==> src/rtl/fetch_unit.sv <==
`timescale 1ns/1ps
// Instruction fetch stage: one outstanding imem request, a one-entry instruction
// buffer toward decode, and redirect handling that drops wrong-path responses.
module fetch_unit #(
  parameter logic [31:0] RESET_PC = 32'h0000_1000,
  parameter logic [31:0] PC_INC   = 32'd4
) (
  input  logic        clock,
  input  logic        reset,
  output logic        imem_req,
  output logic [31:0] imem_addr,
  input  logic        imem_ready,
  input  logic        imem_rvalid,
  input  logic [31:0] imem_rdata,
  input  logic        redirect,
  input  logic [31:0] redirect_pc,
  input  logic        d_stall,
  output logic [31:0] f_instr,
  output logic [31:0] f_pc,
  output logic        f_stall,
  output logic        f_flush
);

  typedef enum logic [1:0] {S_REQ, S_WAIT, S_DROP} state_e;

  state_e      state_q, state_d;
  logic [31:0] fetch_pc_q, fetch_pc_d;
  logic [31:0] req_pc_q, req_pc_d;
  logic [31:0] buf_instr_q, buf_instr_d;
  logic [31:0] buf_pc_q, buf_pc_d;
  logic        buf_valid_q, buf_valid_d;
  logic        accept;
  logic [31:0] redirect_target;

  assign redirect_target = redirect_pc & ~32'd3;

  // A request only goes out when the buffer is empty or draining, so a later
  // capture can never land on a still-valid instruction.
  assign imem_req  = (state_q == S_REQ) && (!buf_valid_q || !d_stall) && !reset;
  assign imem_addr = fetch_pc_q;
  assign accept    = imem_req && imem_ready;

  assign f_instr = buf_instr_q;
  assign f_pc    = buf_pc_q;
  assign f_stall = !buf_valid_q || reset;
  assign f_flush = redirect && !reset;

  always_comb begin
    state_d     = state_q;
    fetch_pc_d  = fetch_pc_q;
    req_pc_d    = req_pc_q;
    buf_valid_d = buf_valid_q;
    buf_instr_d = buf_instr_q;
    buf_pc_d    = buf_pc_q;

    if (buf_valid_q && !d_stall) begin
      buf_valid_d = 1'b0;
    end

    if (redirect) begin
      fetch_pc_d  = redirect_target;
      buf_valid_d = 1'b0;
      // An old-address request still in flight must have its response dropped.
      case (state_q)
        S_REQ:   state_d = accept ? S_DROP : S_REQ;
        S_WAIT:  state_d = imem_rvalid ? S_REQ : S_DROP;
        default: state_d = S_DROP;
      endcase
    end else begin
      case (state_q)
        S_REQ: begin
          if (accept) begin
            req_pc_d   = fetch_pc_q;
            fetch_pc_d = fetch_pc_q + PC_INC;
            state_d    = S_WAIT;
          end
        end
        S_WAIT: begin
          if (imem_rvalid) begin
            buf_instr_d = imem_rdata;
            buf_pc_d    = req_pc_q;
            buf_valid_d = 1'b1;
            state_d     = S_REQ;
          end
        end
        S_DROP: begin
          if (imem_rvalid) begin
            state_d = S_REQ;
          end
        end
        default: state_d = S_REQ;
      endcase
    end
  end

  always_ff @(posedge clock) begin
    if (reset) begin
      state_q     <= S_REQ;
      fetch_pc_q  <= RESET_PC;
      req_pc_q    <= '0;
      buf_valid_q <= 1'b0;
      buf_instr_q <= '0;
      buf_pc_q    <= '0;
    end else begin
      state_q     <= state_d;
      fetch_pc_q  <= fetch_pc_d;
      req_pc_q    <= req_pc_d;
      buf_valid_q <= buf_valid_d;
      buf_instr_q <= buf_instr_d;
      buf_pc_q    <= buf_pc_d;
    end
  end

endmodule

==> config.mk <==
export PLATFORM = sky130hd
export DESIGN_NAME = fetch_unit
export DESIGN_NICKNAME = d
export VERILOG_FILES = /design/src/rtl/fetch_unit.sv
export SDC_FILE = /design/constraint.sdc
export NUM_CORES = 1
export LEC_CHECK = 0
export ABC_AREA = 1
export BUFFER_PORTS_ARGS = -buffer_cell sky130_fd_sc_hd__buf_4
export CAP_MARGIN = 20
export CORE_ASPECT_RATIO = 0.8
export CORE_MARGIN = 1
export CORE_UTILIZATION = 30
export DETAILED_ROUTE_END_ITERATION = 10
export PLACE_DENSITY = 0.53
export SYNTH_ARGS = -nofsm -noshare
export SYNTH_HDL_FRONTEND = slang
export SYNTH_SLANG_ARGS = --single-unit
==> constraint.sdc <==
create_clock -name clock -period 1.3 [get_ports clock]
set_input_delay 0.195 -clock clock [delete_from_list [all_inputs] [get_ports clock]]
set_output_delay 0.195 -clock clock [all_outputs]
set_load 0.05 [all_outputs]
==> results.txt <==
----------------------------------------------------
[Global route]
  Pin count of the biggest net entering global routing ... 95
  Grt met3 use ... 0.04831
  Antenna violations before repair ... 1
  Met2 GRT Util ... 0.3402
  Peak-usage layer in the global routing report ... met2
  Vias in the first global route ... roughly 5700
  Global-route track usage on met1 ... 0.3004
  Overall routing resource usage ... 0.2177
  Aggregate global routing overflow ... 0
  Global-route wire length before repair ... ~30000 microns

[Finish]
  Non-filler cells in the finished layout ... roughly 1300
  Non-Filler Cell Area, Final ... a little under 0.01 sq mm
  # nets final ... 1117
  Count of antenna diodes in the layout ... 0
  Share of final-layout standard cells stronger than drive strength 1 ... 0.4360
  Fillers ... 1609
  Area delta synth->final ... 80.16%

[Worst setup path]
  Critical path buffers and inverters ... 5
  Cell-by-cell trace of the critical path ... inv_4 > buf_6 > ha_4 > nand2_4 > nor2_4 > buf_6 > inv_8 > bufbuf_16 > nor2_2 > nor2_1
  Number of cells traversed by the worst register-to-register path ... 10
  Maximum fanout along the worst path ... 9
  Beginning of the worst register-to-register path ... state_q[1]
  CP max-delay cell ... sky130_fd_sc_hd__dfxtp_2
  Category of the worst setup path capture point ... flop
  Delay of the slowest cell on the worst path ... between 0.3 and 0.4 ns
  Reg-to-reg endpoint ... f_instr[9]
  Cell with the most instances on the worst path ... sky130_fd_sc_hd__buf_6
  CP Data Required Time ... 1.61 ns
  CP startpoint ... state_q[1]
  Data arrival time of the critical path ... 1.87 ns
  R2r setup slk ... -0.26 ns
  Startpoint kind of the worst setup timing path ... flop
  Worst Setup Path Type ... reg2reg
  Family with the most delay on the worst path ... buffers and inverters

[Clock tree]
  Insertion delay to the later sink of the worst-skew pair ... ~0.42 ns
  CTS Sinks ... 125
  Deepest clock path buffer count ... 2
  Number of buffers created by CTS ... 17
  Master cell of the clock root buffer ... sky130_fd_sc_hd__clkbuf_16
  CTS H-Tree Depth ... 4
  Clk slew on worst S/H paths ... 0.05 ns
  CTS tree ... built

[Routing]
  Count of TritonRoute iterations in the first routing pass ... 4
  Number of vias per cell after detailed routing ... between 4 and 5
  Remaining routing DRC violations ... 0
  Drt wl/cell ... 15.95 microns
  Antenna viol nets, final ... 0
  Total Routed Length ... approximately 20000 microns
  Number of DRC violations after detailed-routing iteration 0 ... 275
  Number of vias in the routed layout ... around 6000

[Synthesis]
  Area share of the largest cell type after synthesis ... 0.4669
  Sequential-to-total area share from yosys stat ... 0.4669
  Area contributors post-synth ... sky130_fd_sc_hd__dfxtp_1 (47%), sky130_fd_sc_hd__nor2_1 (13%), sky130_fd_sc_hd__o21ai_0 (10%), sky130_fd_sc_hd__nand2_1 (8.5%), sky130_fd_sc_hd__a21oi_1 (3.9%)
  Number of enable-type register cells in the synthesized netlist ... 0
  Most used DFF post-synth ... sky130_fd_sc_hd__dfxtp_1
  Register bit total from synthesis ... 125
  Post-synth ARST share ... 0
  Cell types with the highest counts after synthesis ... sky130_fd_sc_hd__nor2_1 (180), sky130_fd_sc_hd__dfxtp_1 (125), sky130_fd_sc_hd__nand2_1 (122)
  Count leader, synth ... sky130_fd_sc_hd__nor2_1
  Number of distinct library cells after synthesis ... 30
  Combined area of all synthesized cells ... 0.005360 sq mm
  Average cell area after synthesis ... between 7 and 8 sq um
  Cell type with the largest total area after synthesis ... sky130_fd_sc_hd__dfxtp_1
  Yosys warns ... 0
  Syn Inst Count ... between 700 and 800

[Timing]
  Count of endpoints failing hold in the final timing report ... 0
  Setup-violating endpoint count in the final report ... 125
  Worst hold slack across all endpoints ... 0.01094 ns
  Final cycle utilization of the critical path ... 1.198
  Upper clock frequency limit ... 642.2 MHz
  Setup repair after global routing missed its margin ... true
  Clock skew ... approximately 0.0077 ns
  Shortest period the worst path allows ... 1.557 ns
  Setup slack of the critical path after layout ... -0.2570 ns
  Max-slew violations ... 0

[Flow run]
  Max_cap viols ... 0

[Place]
  Routability congestion estimate from global placement ... 0.8443
  Number of buffers added on ports ... 162
  DP Cell Count ... 1180
  Placement-stage cell area ... 0.007437 sq mm
  Post-detail-place hpwl ... 12250 microns

[Floorplan]
  Core Region ... ~0.017 sq mm
  Area enclosed by the die boundary ... between 0.015 and 0.02 sq mm
  Die W ... 151.4 microns
  Top Ports ... 169
  FP Rows ... 43
  Initial Util ... 0.3075
  Chip height ... 121.6 microns

[Pwr]
  Power density over the cells ... 1102 mW/mm^2
  Worst vdd rail ir drop ... 0.8758 mV
  Leakage power of the design ... 0.004321 uW

[Hold path]
  Endpoint of the worst hold-timing path ... f_instr[13]
  Worst hold path type ... in2reg
  WHS Path Cells ... 3
  Hold_sp ... imem_rdata[13]

[Outcome]
  Outcome ... complete, but fails checks
  Violated checks ... setup timing

----------------------------------------------------
## what timing repair did
item,4_1_cts,5_1_grt
setup buffers,15,7
hold buffers,33,0
gates cloned,15,7
pin swaps,27,27
setup endpoints to repair,137,139
hold endpoints to repair,33,0
resized for setup,141,100
## state kept, by name (all words and copies together) (netlist names)
register	flops
state_q	2
req_pc_q	30
imem_addr	30
buf_valid_q	1
f_instr	32
f_pc	30
## per-layer routing
layer | routed length [microns] | part of all wire | up-vias
met1 | 9720 | 0.48 | 2803
li1 | - | - | 3037
met2 | 9300 | 0.46 | 157
met3 | 1119 | 0.055 | 25
met5 | 10 | 0.00049 | -
met4 | 268 | 0.013 | 2
## logic make-up (layout without fill, tap and decap cells)
kind of cell,after synthesis,count (layout),synth area share
AO/OA/AOI/OAI,169,169,0.1615
flip-flops,125,125,0.4669
XOR/XNOR,4,4,0.006535
buffers and inverters,94,386,0.07306
AND/OR/NAND/NOR,364,364,0.2843
other,1,4,0.0006996
adder cells (fa/ha/maj),3,3,0.007004
## how the worst max path moves through the flow
stage | slack [ns] | end | cells after the start
4_1_cts | -0.22 | imem_req | 6
3_5_place_dp | -0.16 | imem_addr[28] | 10
3_3_place_gp | -0.15 | f_instr[15] | 7
5_1_grt | -0.32 | f_instr[8] | 10
6_report | -0.26 | f_instr[9] | 10
2_1_floorplan | -0.19 | imem_addr[28] | 10
## where the power goes
| group | internal (uW) | switching (uW) | leakage [uW] |
|---|---|---|---|
| Clock | 2700 | 1710 | 0.000269 |
| Sequential | 4000 | 132 | 0.00103 |
| Combinational | 933 | 1170 | 0.00302 |
| Total | 7630 | 3010 | 0.00432 |
## final cells by class
type                            instances  area, sq um  share of cell area
Multi-Input combinational cell        544         2977              0.3082
Sequential cell                       125         2575              0.2666
Tap cell                              225        281.5             0.02915
Clock buffer                           22        465.4             0.04820
Inverter                               52        217.7             0.02254
Clock inverter                          8        66.31            0.006867
Timing Repair Buffer                  304         3074              0.3183
## worst register-to-register path, cell delays in order, from the launching register on
cell                        delay, ns
sky130_fd_sc_hd__dfxtp_2         0.32
sky130_fd_sc_hd__inv_4           0.06
sky130_fd_sc_hd__buf_6           0.10
sky130_fd_sc_hd__ha_4            0.13
sky130_fd_sc_hd__nand2_4         0.06
sky130_fd_sc_hd__nor2_4          0.17
sky130_fd_sc_hd__buf_6           0.14
sky130_fd_sc_hd__inv_8           0.07
sky130_fd_sc_hd__bufbuf_16       0.28
sky130_fd_sc_hd__nor2_2          0.08
sky130_fd_sc_hd__nor2_1          0.05
## cells in the final DEF, fill, tap and decap left out, types with 4 or more instances in the layout
cell	n
sky130_fd_sc_hd__buf_4	200
sky130_fd_sc_hd__nor2_1	124
sky130_fd_sc_hd__nand2_1	115
sky130_fd_sc_hd__dfxtp_1	97
sky130_fd_sc_hd__o21ai_0	70
sky130_fd_sc_hd__nor2_2	51
sky130_fd_sc_hd__inv_1	44
sky130_fd_sc_hd__o21ai_1	34
sky130_fd_sc_hd__dlygate4sd3_1	33
sky130_fd_sc_hd__buf_6	31
sky130_fd_sc_hd__nand3_1	25
sky130_fd_sc_hd__a21oi_1	25
sky130_fd_sc_hd__clkbuf_16	24
sky130_fd_sc_hd__nor2_4	19
sky130_fd_sc_hd__buf_12	17
sky130_fd_sc_hd__a21oi_2	16
sky130_fd_sc_hd__dfxtp_4	15
sky130_fd_sc_hd__o21ai_2	13
sky130_fd_sc_hd__dfxtp_2	13
sky130_fd_sc_hd__buf_16	9
sky130_fd_sc_hd__nand3_2	8
sky130_fd_sc_hd__clkinv_2	6
sky130_fd_sc_hd__buf_8	6
sky130_fd_sc_hd__nand2_2	5
sky130_fd_sc_hd__a31oi_1	5
sky130_fd_sc_hd__inv_4	4
sky130_fd_sc_hd__nand2_4	4
sky130_fd_sc_hd__xor2_1	4
sky130_fd_sc_hd__conb_1	4
sky130_fd_sc_hd__clkbuf_1	4
## per-stage QoR
| step | utilization | setup slack (ns) | power, uW | setup TNS, ns |
|---|---|---|---|---|
| finish | 0.5540 | -0.2570 | 10640 | -18.60 |
| global route | 0.5540 | -0.3173 | 11080 | -27.51 |
| CTS | 0.5309 | -0.2187 | 10590 | -17.31 |
| detailed placement | 0.4266 | -0.1579 | 5761 | -12.35 |
| global placement | 0.4266 | -0.1504 | 5759 | -10.53 |
| floorplan | - | -0.1858 | 5079 | -5.328 |
No activity file was read; power rests on OpenSTA's default activity.
